[config.mk]
export PLATFORM = sky130hd
export DESIGN_NAME = alu_result_uart_tx
export DESIGN_NICKNAME = d
export VERILOG_FILES = /design/src/rtl/alu_result_uart_tx_pkg.sv /design/src/rtl/alu_result_uart_tx_fifo.sv /design/src/rtl/alu_result_uart_tx.sv
export SDC_FILE = /design/constraint.sdc
export NUM_CORES = 1
export LEC_CHECK = 0
export CORE_ASPECT_RATIO = 1.25
export CORE_MARGIN = 5
export CORE_UTILIZATION = 30
export CTS_CLUSTER_SIZE = 16
export DETAILED_ROUTE_END_ITERATION = 10
export GPL_TIMING_DRIVEN = 0
export PLACE_DENSITY_LB_ADDON = 0.1
export SLEW_MARGIN = 20
export SYNTH_ARGS = -nofsm -noshare
export SYNTH_HDL_FRONTEND = slang
export SYNTH_SLANG_ARGS = --single-unit
[constraint.sdc]
create_clock -name clk -period 3.1 [get_ports clk]
set_clock_uncertainty 0.05 [all_clocks]
set_input_delay 0.31 -clock clk [delete_from_list [all_inputs] [get_ports clk]]
set_output_delay 0.31 -clock clk [all_outputs]
set_load 0.05 [all_outputs]
[src/rtl/alu_result_uart_tx_pkg.sv]
// Shared definitions for the ALU result UART trace path.
//   - uart_state_t : transmit FSM state encoding
//   - START_BIT / STOP_BIT / DATA_BITS : 8N1 frame constants
//   - bytes_of()   : number of UART bytes needed for a result word
package alu_result_uart_tx_pkg;

    typedef enum logic [1:0] {
        ST_IDLE  = 2'd0,
        ST_START = 2'd1,
        ST_DATA  = 2'd2,
        ST_STOP  = 2'd3
    } uart_state_t;

    localparam logic START_BIT = 1'b0;
    localparam logic STOP_BIT  = 1'b1;
    localparam int   DATA_BITS = 8;

    // Bytes needed to carry a word of the given width (ceiling divide).
    function automatic int bytes_of(input int length);
        return (length + DATA_BITS - 1) / DATA_BITS;
    endfunction

endpackage

[src/rtl/alu_result_uart_tx_fifo.sv]
// result_fifo: DEPTH x LENGTH queue of captured ALU results.
//   clk, rst_n : clock, asynchronous active-low reset
//   push, din  : write request and data; accepted when not full, or when a
//                pop happens in the same cycle
//   pop, dout  : read request; dout always shows the registered head entry
//   full/empty : decoded from the registered occupancy count
module result_fifo
    import alu_result_uart_tx_pkg::*;
#(
    parameter int LENGTH = 5,
    parameter int DEPTH  = 4
) (
    input  logic              clk,
    input  logic              rst_n,
    input  logic              push,
    input  logic              pop,
    input  logic [LENGTH-1:0] din,
    output logic [LENGTH-1:0] dout,
    output logic              full,
    output logic              empty
);

    localparam int PTR_W = $clog2(DEPTH);
    localparam logic [PTR_W:0] COUNT_FULL = (PTR_W+1)'(DEPTH);

    logic [LENGTH-1:0] mem_r [DEPTH];
    logic [PTR_W-1:0]  wr_ptr_r;
    logic [PTR_W-1:0]  rd_ptr_r;
    logic [PTR_W:0]    count_r;
    logic              do_pop_s;
    logic              do_push_s;

    // Accept decisions; a pop frees a slot for a push in the same cycle.
    always_comb begin
        do_pop_s  = pop && (count_r != '0);
        do_push_s = push && ((count_r != COUNT_FULL) || do_pop_s);
    end

    // Storage, pointers and occupancy count.
    always_ff @(posedge clk or negedge rst_n) begin
        if (!rst_n) begin
            for (int i = 0; i < DEPTH; i++) begin
                mem_r[i] <= '0;
            end
            wr_ptr_r <= '0;
            rd_ptr_r <= '0;
            count_r  <= '0;
        end else begin
            if (do_push_s) begin
                mem_r[wr_ptr_r] <= din;
                wr_ptr_r        <= wr_ptr_r + PTR_W'(1);
            end
            if (do_pop_s) begin
                rd_ptr_r <= rd_ptr_r + PTR_W'(1);
            end
            case ({do_push_s, do_pop_s})
                2'b10:   count_r <= count_r + (PTR_W+1)'(1);
                2'b01:   count_r <= count_r - (PTR_W+1)'(1);
                default: count_r <= count_r;
            endcase
        end
    end

    assign dout  = mem_r[rd_ptr_r];
    assign full  = (count_r == COUNT_FULL);
    assign empty = (count_r == '0);

endmodule

[src/rtl/alu_result_uart_tx.sv]
// alu_result_uart_tx: captures ALU results into a small FIFO and sends each
// word over a UART TX line as 8N1 bytes, least-significant byte first.
//   clk, rst_n : clock, asynchronous active-low reset
//   capture    : one-cycle strobe, samples result on this edge
//   result     : ALU result word
//   tx         : registered UART line, idles high
//   busy       : FIFO non-empty or frame in flight
//   full/empty : FIFO status
//   drop_cnt   : saturating count of captures rejected because FIFO was full
module alu_result_uart_tx
    import alu_result_uart_tx_pkg::*;
#(
    parameter int LENGTH       = 5,
    parameter int DEPTH        = 4,
    parameter int CLKS_PER_BIT = 434
) (
    input  logic              clk,
    input  logic              rst_n,
    input  logic              capture,
    input  logic [LENGTH-1:0] result,
    output logic              tx,
    output logic              busy,
    output logic              full,
    output logic              empty,
    output logic [7:0]        drop_cnt
);

    localparam int BYTES  = bytes_of(LENGTH);
    localparam int WORD_W = DATA_BITS * BYTES;
    localparam int BAUD_W = $clog2(CLKS_PER_BIT);
    localparam int BYTE_W = (BYTES > 1) ? $clog2(BYTES) : 1;
    localparam logic [BAUD_W-1:0] BAUD_LAST = BAUD_W'(CLKS_PER_BIT - 1);
    localparam logic [BYTE_W-1:0] BYTE_LAST = BYTE_W'(BYTES - 1);

    uart_state_t       state_r,  state_nxt;
    logic [BAUD_W-1:0] baud_r,   baud_nxt;
    logic [2:0]        bit_r,    bit_nxt;
    logic [BYTE_W-1:0] byte_r,   byte_nxt;
    logic [WORD_W-1:0] word_r,   word_nxt;
    logic [7:0]        shift_r,  shift_nxt;
    logic              tx_r,     tx_nxt;
    logic [7:0]        drop_r,   drop_nxt;

    logic              fifo_pop_s;
    logic [LENGTH-1:0] fifo_dout_s;
    logic              fifo_full_s;
    logic              fifo_empty_s;
    logic              baud_done_s;
    logic [WORD_W-1:0] word_load_s;
    logic [BYTE_W-1:0] byte_next_s;
    logic [WORD_W-1:0] word_shift_s;

    result_fifo #(
        .LENGTH (LENGTH),
        .DEPTH  (DEPTH)
    ) u_fifo (
        .clk   (clk),
        .rst_n (rst_n),
        .push  (capture),
        .pop   (fifo_pop_s),
        .din   (result),
        .dout  (fifo_dout_s),
        .full  (fifo_full_s),
        .empty (fifo_empty_s)
    );

    // Helpers: zero-extended head word and the next byte of the word in flight.
    always_comb begin
        baud_done_s  = (baud_r == BAUD_LAST);
        word_load_s  = WORD_W'(fifo_dout_s);
        byte_next_s  = byte_r + BYTE_W'(1);
        word_shift_s = word_r >> {byte_next_s, 3'b000};
    end

    // Transmit FSM next-state, baud/bit/byte counters and drop counter.
    always_comb begin
        state_nxt  = state_r;
        baud_nxt   = baud_r;
        bit_nxt    = bit_r;
        byte_nxt   = byte_r;
        word_nxt   = word_r;
        shift_nxt  = shift_r;
        tx_nxt     = tx_r;
        drop_nxt   = drop_r;
        fifo_pop_s = 1'b0;

        case (state_r)
            ST_IDLE: begin
                if (!fifo_empty_s) begin
                    // Start bit is driven on the same edge as the pop.
                    fifo_pop_s = 1'b1;
                    word_nxt   = word_load_s;
                    shift_nxt  = word_load_s[7:0];
                    byte_nxt   = '0;
                    bit_nxt    = 3'd0;
                    baud_nxt   = '0;
                    tx_nxt     = START_BIT;
                    state_nxt  = ST_START;
                end else begin
                    tx_nxt = STOP_BIT;
                end
            end
            ST_START: begin
                if (baud_done_s) begin
                    baud_nxt  = '0;
                    tx_nxt    = shift_r[0];
                    state_nxt = ST_DATA;
                end else begin
                    baud_nxt = baud_r + BAUD_W'(1);
                end
            end
            ST_DATA: begin
                if (baud_done_s) begin
                    baud_nxt = '0;
                    if (bit_r == 3'd7) begin
                        bit_nxt   = 3'd0;
                        tx_nxt    = STOP_BIT;
                        state_nxt = ST_STOP;
                    end else begin
                        bit_nxt   = bit_r + 3'd1;
                        shift_nxt = {1'b0, shift_r[7:1]};
                        tx_nxt    = shift_r[1];
                    end
                end else begin
                    baud_nxt = baud_r + BAUD_W'(1);
                end
            end
            ST_STOP: begin
                if (baud_done_s) begin
                    baud_nxt = '0;
                    if (byte_r == BYTE_LAST) begin
                        state_nxt = ST_IDLE;
                    end else begin
                        // Next byte follows the stop bit with no idle gap.
                        byte_nxt  = byte_next_s;
                        shift_nxt = word_shift_s[7:0];
                        tx_nxt    = START_BIT;
                        state_nxt = ST_START;
                    end
                end else begin
                    baud_nxt = baud_r + BAUD_W'(1);
                end
            end
            default: begin
                state_nxt = ST_IDLE;
                tx_nxt    = STOP_BIT;
            end
        endcase

        // A capture is lost only if the FIFO is full and nothing is popped.
        if (capture && fifo_full_s && !fifo_pop_s && (drop_r != 8'hFF)) begin
            drop_nxt = drop_r + 8'd1;
        end else begin
            drop_nxt = drop_r;
        end
    end

    // State and datapath registers.
    always_ff @(posedge clk or negedge rst_n) begin
        if (!rst_n) begin
            state_r <= ST_IDLE;
            baud_r  <= '0;
            bit_r   <= 3'd0;
            byte_r  <= '0;
            word_r  <= '0;
            shift_r <= 8'h00;
            tx_r    <= STOP_BIT;
            drop_r  <= 8'h00;
        end else begin
            state_r <= state_nxt;
            baud_r  <= baud_nxt;
            bit_r   <= bit_nxt;
            byte_r  <= byte_nxt;
            word_r  <= word_nxt;
            shift_r <= shift_nxt;
            tx_r    <= tx_nxt;
            drop_r  <= drop_nxt;
        end
    end

    assign tx       = tx_r;
    assign busy     = (state_r != ST_IDLE) || !fifo_empty_s;
    assign full     = fifo_full_s;
    assign empty    = fifo_empty_s;
    assign drop_cnt = drop_r;

endmodule

After elaboration in Yosys (flattened, before gate mapping)

Index checks and enable logic that the tools add are counted.

Register bits after elaboration: 64
Bits of input ports: 8
Output and inout bits: 12
Logic and storage cells: 112

Add/subtract/negate cells: 8
Order comparisons: 3
Equal/unequal tests: 17
Shift-type cells: 1
Multiplexer cells: 40
Bitwise operators: 3
Reduce and logical (&&, ||, !) cells: 25

Operators with widths:

| kind                                                           | count |
|---|---|
| 8-bit two-way mux                                              | 5 |
| 8-bit case mux with 3 select lines                             | 1 |
| 20-bit bitwise mux                                             | 1 |
| 9-bit two-way mux                                              | 2 |
| 9-bit case mux with 2 select lines                             | 1 |
| 5-bit two-way mux                                              | 3 |
| 2-bit != test (second input constant)                          | 7 |
| 1-bit two-way mux                                              | 12 |
| 3-bit case mux with 2 select lines                             | 2 |
| 5-bit binary-select mux with 2-bit select                      | 1 |
| 5-bit demux with 2-bit select                                  | 1 |
| 2-bit two-way mux                                              | 5 |
| 9-bit by 1-bit adder with 9-bit output (second input constant) | 1 |
| 9-bit == test (second input constant)                          | 1 |
| 3-bit two-way mux                                              | 3 |
| 8-bit by 1-bit adder with 8-bit output (second input constant) | 1 |
| 8-bit != test (second input constant)                          | 1 |
| 2-bit case mux with 4 select lines                             | 1 |
| 2-bit nonzero test                                             | 4 |
| 5-bit by 4-bit >> shifter with 8-bit output                    | 1 |
| 3-bit by 1-bit adder with 3-bit output (second input constant) | 2 |
| 2-bit == test (second input constant)                          | 3 |
| 3-bit == test (second input constant)                          | 2 |
| 3-bit >= comparator (second input constant)                    | 2 |
| 22 further kinds                                               | 34 |

Logic depth before layout (Yosys ltp)

Gate-level depths: netlist of the first run.

Depth in word-level cells: 8
Depth in mapped cells: 12

Cells and area by module

From an unflattened synthesis of the first run, not the netlist that was laid out.

Cells, all modules: 249
Area total of the unflattened synthesis: 2,909.0 um^2

By module, submodules not included:

| module             | instances | cells an instance | area an instance (um^2) | seq. area each (um^2) |
|---|---|---|---|---|
| alu_result_uart_tx | 1         | 161               | 1,620.3                 | 701.9 |
| result_fifo        | 1         | 88                | 1,288.7                 | 675.6 |

Worst setup path after synthesis of the first run

No wires, ideal clock.

Kind: flip-flop to flip-flop
Start point: register u_fifo.count_r[0]
End point: register u_fifo.count_r[2]
Library setup time: 0.127 ns
Arrival: 2.732 ns
Required time: 2.923 ns
Slack: 0.191 ns
Stages on the path, launching flop included: 10
Buffers on the path: 1
Clock period less this slack: 2.909 ns
Cell sequence: dfrtp_1 > clkbuf_2 > nor3_1 > nor2_1 > ha_1 > inv_1 > fa_1 > xor2_1 > nor2_1 > xor2_1

Longest elaborated chain between the ends: 8
Elaborated cells between the ends (all ways): 14
Those cells by class: add/sub: 2; eq/ne: 3; mux: 3; reduce/logical: 6

RTL lines:

| item                                                                      | line                          | text |
|---|---|---|
| start, declared                                                           | alu_result_uart_tx_fifo.sv:29 | `logic [PTR_W:0] count_r;` |
| start signal, assigned                                                    | alu_result_uart_tx_fifo.sv:57 | `2'b10: count_r <= count_r + (PTR_W+1)'(1);` |
| start signal, assigned                                                    | alu_result_uart_tx_fifo.sv:58 | `2'b01: count_r <= count_r - (PTR_W+1)'(1);` |
| start signal, assigned                                                    | alu_result_uart_tx_fifo.sv:59 | `default: count_r <= count_r;` |
| 3-bit logical NOT *                                                       | alu_result_uart_tx_fifo.sv:66 | `assign empty = (count_r == '0);` |
| net empty                                                                 | alu_result_uart_tx.sv:24      | `output logic empty,` |
| 1-bit two-way mux *                                                       | alu_result_uart_tx.sv:89      | `if (!fifo_empty_s) begin` |
| 1-bit two-way mux *                                                       | alu_result_uart_tx.sv:87      | `case (state_r)` |
| 1-bit logical AND *                                                       | alu_result_uart_tx_fifo.sv:35 | `do_pop_s = pop && (count_r != '0);` |
| net u_fifo.do_pop_s                                                       | alu_result_uart_tx_fifo.sv:30 | `logic do_pop_s;` |
| 1-bit logical OR                                                          | alu_result_uart_tx_fifo.sv:36 | `do_push_s = push && ((count_r != COUNT_FULL) \|\| do_pop_s);` |
| 1-bit logical AND                                                         | alu_result_uart_tx_fifo.sv:36 |  |
| 2-bit by 1-bit == test with 1-bit output or 2-bit == test (tied branches) | alu_result_uart_tx_fifo.sv:56 | `case ({do_push_s, do_pop_s})` |
| 3-bit case mux with 2 select lines or 2-bit nonzero test (tied branches)  | --                            |  |

Mark *: on every way through the listed nets, which the timed path passes. The rest lies on a longest branch.
A chain may end at the register's enable or synchronous reset.

Final worst setup path of the first run

Start point: register state_r[0]
End point: register u_fifo.count_r[2]

Longest elaborated chain between the ends: 7
Elaborated cells between the ends (all ways): 9
Those cells by class: eq/ne: 2; mux: 2; reduce/logical: 5

RTL lines:

| item                                                                      | line                          | text |
|---|---|---|
| start, declared                                                           | alu_result_uart_tx.sv:35      | `uart_state_t state_r, state_nxt;` |
| start signal, assigned                                                    | alu_result_uart_tx.sv:170     | `state_r <= state_nxt;` |
| 2-bit logical NOT *                                                       | alu_result_uart_tx.sv:87      |  |
| 1-bit two-way mux *                                                       | alu_result_uart_tx.sv:87      |  |
| 1-bit logical AND *                                                       | alu_result_uart_tx_fifo.sv:35 |  |
| 1-bit logical OR                                                          | alu_result_uart_tx_fifo.sv:36 |  |
| 1-bit logical AND                                                         | alu_result_uart_tx_fifo.sv:36 |  |
| 2-bit by 1-bit == test with 1-bit output or 2-bit == test (tied branches) | alu_result_uart_tx_fifo.sv:56 |  |
| 3-bit case mux with 2 select lines or 2-bit nonzero test (tied branches)  | --                            |  |

Every way passes the cells marked *; elsewhere a longest branch is shown, timed or not.

==> results of run 1 <==
==> cell families (layout without fill, tap and decap cells) <==
| group | count (synthesis) | in the layout | synth area share, % |
|---|---|---|---|
| xor gates and xnor gates | 11 | 11 | 3.33 |
| DFF | 55 | 55 | 47.6 |
| AOI/OAI and AO/OA | 42 | 42 | 9.91 |
| and+or+nand+nor | 67 | 67 | 13.5 |
| buffers and inverters | 20 | 50 | 2.86 |
| adders and majority gates | 16 | 16 | 7.18 |
| muxes | 39 | 39 | 15.5 |
==> final cells by class <==
class | count | area (um^2) | area share, %
timing repair buffer | 22 | 225 | 6.53
inverter | 12 | 45.0 | 1.31
clock inverter | 2 | 35.0 | 1.02
multi-input combinational | 175 | 1430 | 41.5
buffer | 8 | 37.5 | 1.09
tap | 126 | 158 | 4.57
clock buffer | 6 | 139 | 4.03
sequential | 55 | 1380 | 39.9
==> what timing repair did <==
item / CTS / global route
hold endpoints to repair: 19 / 0
hold buffers: 1 / 0
setup endpoints to repair: 1 / 0
setup buffers: 1 / 0
==> cell usage after synthesis, drive strengths merged, types with 2 or more instances <==
library cell	n
a21oi	8
a221o	4
a22o	3
a31oi	6
a41oi	2
and3	4
and4	2
buf	3
clkbuf	5
dfrtp	54
ha	15
inv	12
mux2	34
mux2i	4
nand2	22
nand3	7
nand4	3
nor2	6
nor2b	3
nor3	3
nor3b	5
nor4	5
nor4b	2
o21ai	10
xnor2	5
xor2	6
==> layout by cell type (no fill, tap or decap), types with 7 or more instances in the layout <==
master,n
ha_1,15
inv_1,11
clkdlybuf4s50_1,18
dfrtp_1,54
nand2_1,20
mux2_2,33
a21oi_1,8
nand3_1,7
o21ai_0,10
==> sequential cells by signal, summed over array words and instances, names as in the netlist <==
name / flops
u_fifo.mem_r: 20
u_fifo.wr_ptr_r: 2
baud_r: 9
state_r: 2
drop_cnt: 8
shift_r: 5
bit_r: 3
tx: 1
u_fifo.count_r: 3
u_fifo.rd_ptr_r: 2
==> path summary, 6_finish.rpt <==
path                                         start                            end  slack (ps)
max                         state_r[0]$_DFFE_PN0P_  u_fifo.count_r[2]$_DFFE_PN0P_         370
min                                          rst_n          baud_r[2]$_DFFE_PN0P_         390
max reg2reg                 state_r[0]$_DFFE_PN0P_  u_fifo.count_r[2]$_DFFE_PN0P_         370
min reg2reg                drop_cnt[6]$_DFFE_PN0P_        drop_cnt[6]$_DFFE_PN0P_         440
max in group asynchronous                    rst_n    u_fifo.mem_r[1]$_DFFE_PN0P_        2130
min in group clk           drop_cnt[6]$_DFFE_PN0P_        drop_cnt[6]$_DFFE_PN0P_         440
==> critical path: cells and delay by family, from the launching register on <==
kind / cells / cell delay [ps]
XOR/XNOR: 2 / 310
adder cells (fa/ha/maj): 3 / 840
buffers and inverters: 4 / 420
flip-flops: 1 / 400
AND/OR/NAND/NOR: 3 / 630
==> layer usage <==
metal	up-vias	share of wire (%)	global-route usage, %
met5	-	0	0
met4	0	0.95	3.38
met3	4	2.5	2.79
met2	20	52	19.8
met1	977	45	13.3
li1	963	-	-
==> power groups by stage <==
stage	Combinational [mW]	Sequential, mW	Clock [mW]
after floorplan	1.14	1.26	0
after global placement	1.56	1.22	0
after detailed placement	1.58	1.23	0
after CTS	1.59	1.21	0.690
after global routing	1.74	1.25	0.722
final	1.56	1.21	0.665
==> metrics by stage <==
step,utilization [%],instances
3_3_place_gp,34.1,395
4_1_cts,36.3,406
2_1_floorplan,-,250
5_1_grt,36.3,406
6_report,36.3,406
3_5_place_dp,34.3,396
==> qor.yml, run 1 <==
drt:
  ant_nets: 0
  viasPerCell: 4.84
  via_count: 1964
  wire_per_inst_um: 14.7
  wl_um: 5980
  dr.pass1.iters: 4
  drc_errors: 0
  drt_iter0_markers: 37
cts:
  ctsLongestPathBuffers: 2
  clk_pin_slew_worst_paths_ps: 70
  cts_buffers: 5
  clock_latency_ps: 290
  htreeDepth: 2
  clockRootBuffer: "clkbuf_16"
  cts_resized: 0
  cts_tree: "built"
  clock_sinks: 55
place:
  preCtsSetupSlack_ps: 326
  gp_congestion: 0.720
  place_hpwl_um: 4400
  placed_cell_area_um2: 3260
  io_buffer_count: 19
synthesis:
  syn-cell-area_um2: 2890
  yosysUniqueCellTypes: 51
  synth_nets: 274
  synth_seq_cells: 55
  yosysTopAreaCell: "dfrtp_1"
  synthCells: 250
  netlist_top_cells_area: "dfrtp_1 (47%), mux2_2 (13%), ha_1 (6.5%)"
  syn_area_per_cell_um2: 11.6
  ys.warnings.count: 0
  async_flop_share_pct: 100
  synthFlopType: "dfrtp_1"
  synth_edf_count: 0
  seq_area_frac_synth_pct: 47.6
  yosys.area.top_type_share_pct: 46.7
worst_setup_path:
  r2r_cells: 12
  worstSetupPathType: "flop to flop"
  worstPathArrival_ps: 2890
  cp_common_cell: "inv_1"
  cp_cell_sequence: "inv_1 > ha_1 > nor4b_1 > nor2b_1 > buf_2 > inv_1 > ha_1 > inv_1 > fa_1 > xor2_1 > nor2_1 > xor2_1"
  endpoint_kind: "flop"
  start_kind: "flop"
  slowest_delay_ps: 430
  required_ps: 3270
  cp_slowest_cell: "nor4b_1"
  critical_path_peak_fanout: 8
power_and_ir_drop:
  power_frac_clock_pct: 19.3
  p_switching_mw: 1.29
  cellLeakagePower_nw: 1.52
  seqPwrFrac_pct: 35.2
  p_int_mw: 2.15
  p_per_area_nw_per_um2: 997
  total_power_mw: 3.44
  p_comb_share_pct: 45.4
  irDropWorstVdd_mv: 0.347
  swShare_pct: 37.5
sta:
  drv_slew: 0
  max_freq_mhz: 366
  fin_hold_ws_ps: 388
  worst_slack_ps: 371
  period_share_pct: 88.0
  slew-limit-headroom_pct: 54.7
  finalSetupViolations: 0
  rsz0062_at_grt: "false"
  tightest_slew_ps: 679
  hold_viol: 0
  fin_tns_setup_ps: 0
  final.min_clock_period_ps: 2730
run_status:
  status: "finished clean"
global_route:
  gr-total-overflow: 0
  antenna_found_initial: 0
  grt_pass1_wl_um: 10600
  track_usage_pct: 11.2
  first_global_vias: 2091
  grt_max_degree: 36
final_layout:
  final_area_um2: 3450
  n_antenna_cell: 0
  fin_nets: 303
  fillCellCount: 980
  synthToLayoutAreaGrowth_pct: 19.3
  drive_above_1_share_pct: 22.1
floorplan:
  initial_core_util_pct: 30.4
  core_area_um2: 9510
  die_x_um: 97.8
  rows: 40
  io-pin-count: 20
  die_area_um2: 11700
  die_h_um: 120
hold_path:
  hp-class: "input port to async pin"
job:
  cap_violations: 0
No activity file was read; power rests on OpenSTA's default activity.
==> inputs of run 2 (changes only) <==
--- a/config.mk
+++ b/config.mk
@@ -11,6 +11,7 @@
 export CTS_CLUSTER_SIZE = 16
 export DETAILED_ROUTE_END_ITERATION = 10
 export GPL_TIMING_DRIVEN = 0
+export MAX_ROUTING_LAYER = met4
 export PLACE_DENSITY_LB_ADDON = 0.1
 export SLEW_MARGIN = 20
 export SYNTH_ARGS = -nofsm -noshare
==> run 2 against run 1 <==
Core utilization unchanged. Register-to-register slack barely moved. Final area stayed put. Combinational power about the same. Maximum frequency hardly changed. Sequential power barely moved. Sequential share of layout area is the same. Clock-buffer cell count unchanged. Critical path depth is the same.
==> qor.yml, run 2 (synthesis results as in run 1) <==
worst_setup_path:
  start_kind: "flop"
  critical_path_peak_fanout: 8
  critPathLaunch: "state_r[0]$_DFFE_PN0P_"
  rr_endpoint: "u_fifo.count_r[2]$_DFFE_PN0P_"
  reg2reg_slack_ps: 370
  endpoint_kind: "flop"
  required_ps: 3260
  cp_slowest_cell: "nor4b_1"
  r2r_cells: 12
  worstSetupPathType: "flop to flop"
  endpoint: "u_fifo.count_r[2]$_DFFE_PN0P_"
  cp_common_cell: "inv_1"
  worstPathArrival_ps: 2890
  timing.rr.start: "state_r[0]$_DFFE_PN0P_"
  slowest_delay_ps: 430
  cp_cell_sequence: "inv_1 > ha_1 > nor4b_1 > nor2b_1 > buf_2 > inv_1 > ha_1 > inv_1 > fa_1 > xor2_1 > nor2_1 > xor2_1"
place:
  io_buffer_count: 19
  dp.cells: 396
  place_hpwl_um: 4400
  placed_cell_area_um2: 3260
  gp_congestion: 0.728
floorplan:
  die_area_um2: 11700
  rows: 40
  io-pin-count: 20
  die_h_um: 120
  core_area_um2: 9510
  initial_core_util_pct: 30.4
  die_x_um: 97.8
power_and_ir_drop:
  cellLeakagePower_nw: 1.52
  irDropWorstVdd_mv: 0.346
  total_power_mw: 3.44
  p_per_area_nw_per_um2: 996
final_layout:
  synthToLayoutAreaGrowth_pct: 19.3
  fin_nets: 303
  largest_register_ffs: 20
  final_area_um2: 3450
  drive_above_1_share_pct: 22.1
  largest_register: "u_fifo.mem_r"
  finalNonFillerCells: 406
  mostFrequentLayoutCell: "dfrtp_1"
  n_antenna_cell: 0
  fillCellCount: 980
  final_cell_mix: "dfrtp_1 (54), mux2_2 (33), nand2_1 (20)"
  final_core_util_pct: 36.3
global_route:
  first_global_vias: 2092
  grt_pass1_wl_um: 10600
  track_usage_pct: 11.4
  gr-total-overflow: 0
  antenna_found_initial: 0
  grt_max_degree: 36
drt:
  viasPerCell: 4.84
  dr.pass1.iters: 4
  drt_iter0_markers: 36
  ant_nets: 0
  via_count: 1966
  wire_per_inst_um: 14.7
  wl_um: 5990
  drc_errors: 0
sta:
  hold_viol: 0
  tightest_slew_ps: 679
  finalSetupViolations: 0
  period_share_pct: 88.0
  fin_hold_ws_ps: 389
  slew-limit-headroom_pct: 54.8
  max_freq_mhz: 366
  rsz0062_at_grt: "false"
  final.min_clock_period_ps: 2730
  drv_slew: 0
cts:
  clockRootBuffer: "clkbuf_16"
  cts_resized: 0
  clock_latency_ps: 290
  clk_pin_slew_worst_paths_ps: 70
  htreeDepth: 2
  cts_buffers: 5
  cts_tree: "built"
  clock_sinks: 55
  ctsLongestPathBuffers: 2
hold_path:
  hp-class: "input port to async pin"
job:
  cap_violations: 0
run_status:
  status: "finished clean"
==> run 2: cell counts in the layout (fill, tap and decap cells not counted) <==
Identical to the previous run, type by type.
==> run 2: layout make-up <==
class / instances / area (um^2) / share of cell area (%)
Buffer: 8 / 37.5 / 1.09
Clock buffer: 6 / 139 / 4.03
Clock inverter: 2 / 35.0 / 1.02
Inverter: 12 / 45.0 / 1.31
Multi-Input combinational cell: 175 / 1430 / 41.5
Sequential cell: 55 / 1380 / 39.9
Tap cell: 126 / 158 / 4.57
Timing Repair Buffer: 22 / 225 / 6.53
==> run 2: metrics by stage <==
step	setup TNS [ps]	setup WS (ps)
finish	0	371
global route	0	2.60
CTS	0	295
detailed placement	0	326
global placement	-17250	-323
floorplan	0	191
==> run 2: where the power goes <==
part / leakage [nW] / switching [mW] / total, mW / internal [mW]
logic: 0.746 / 0.823 / 1.56 / 0.738
clock network: 0.0868 / 0.260 / 0.663 / 0.402
registers: 0.685 / 0.204 / 1.21 / 1.01
==> run 2: critical path: cells and delay by family, from the launching register on <==
family | cells | cell delay [ps]
adders and majority gates | 3 | 840
xor gates and xnor gates | 2 | 310
DFF | 1 | 400
and+or+nand+nor | 3 | 630
buffers and inverters | 4 | 420
==> run 2: worst min path at each step <==
stage	startpoint	end	slack [ps]	depth (start not counted)
after floorplan	rst_n	baud_r[0]$_DFFE_PN0P_	-40	0
after global placement	drop_cnt[6]$_DFFE_PN0P_	drop_cnt[6]$_DFFE_PN0P_	430	1
after detailed placement	rst_n	baud_r[2]$_DFFE_PN0P_	180	1
after CTS	rst_n	baud_r[2]$_DFFE_PN0P_	400	2
after global routing	rst_n	baud_r[2]$_DFFE_PN0P_	430	2
final	rst_n	baud_r[2]$_DFFE_PN0P_	390	2
==> run 2: layer usage <==
layer,up-vias,global-route usage [%],share of wire (%)
met5,-,-,0
met1,974,13.4,45
li1,966,-,-
met3,7,2.50,2.2
met4,0,3.38,1.4
met2,19,19.8,52
==> run 2: repair_timing <==
action	in CTS	in global routing
setup endpoints to repair	1	0
buffers inserted	1	0
hold buffers	1	0
hold endpoints to repair	19	0
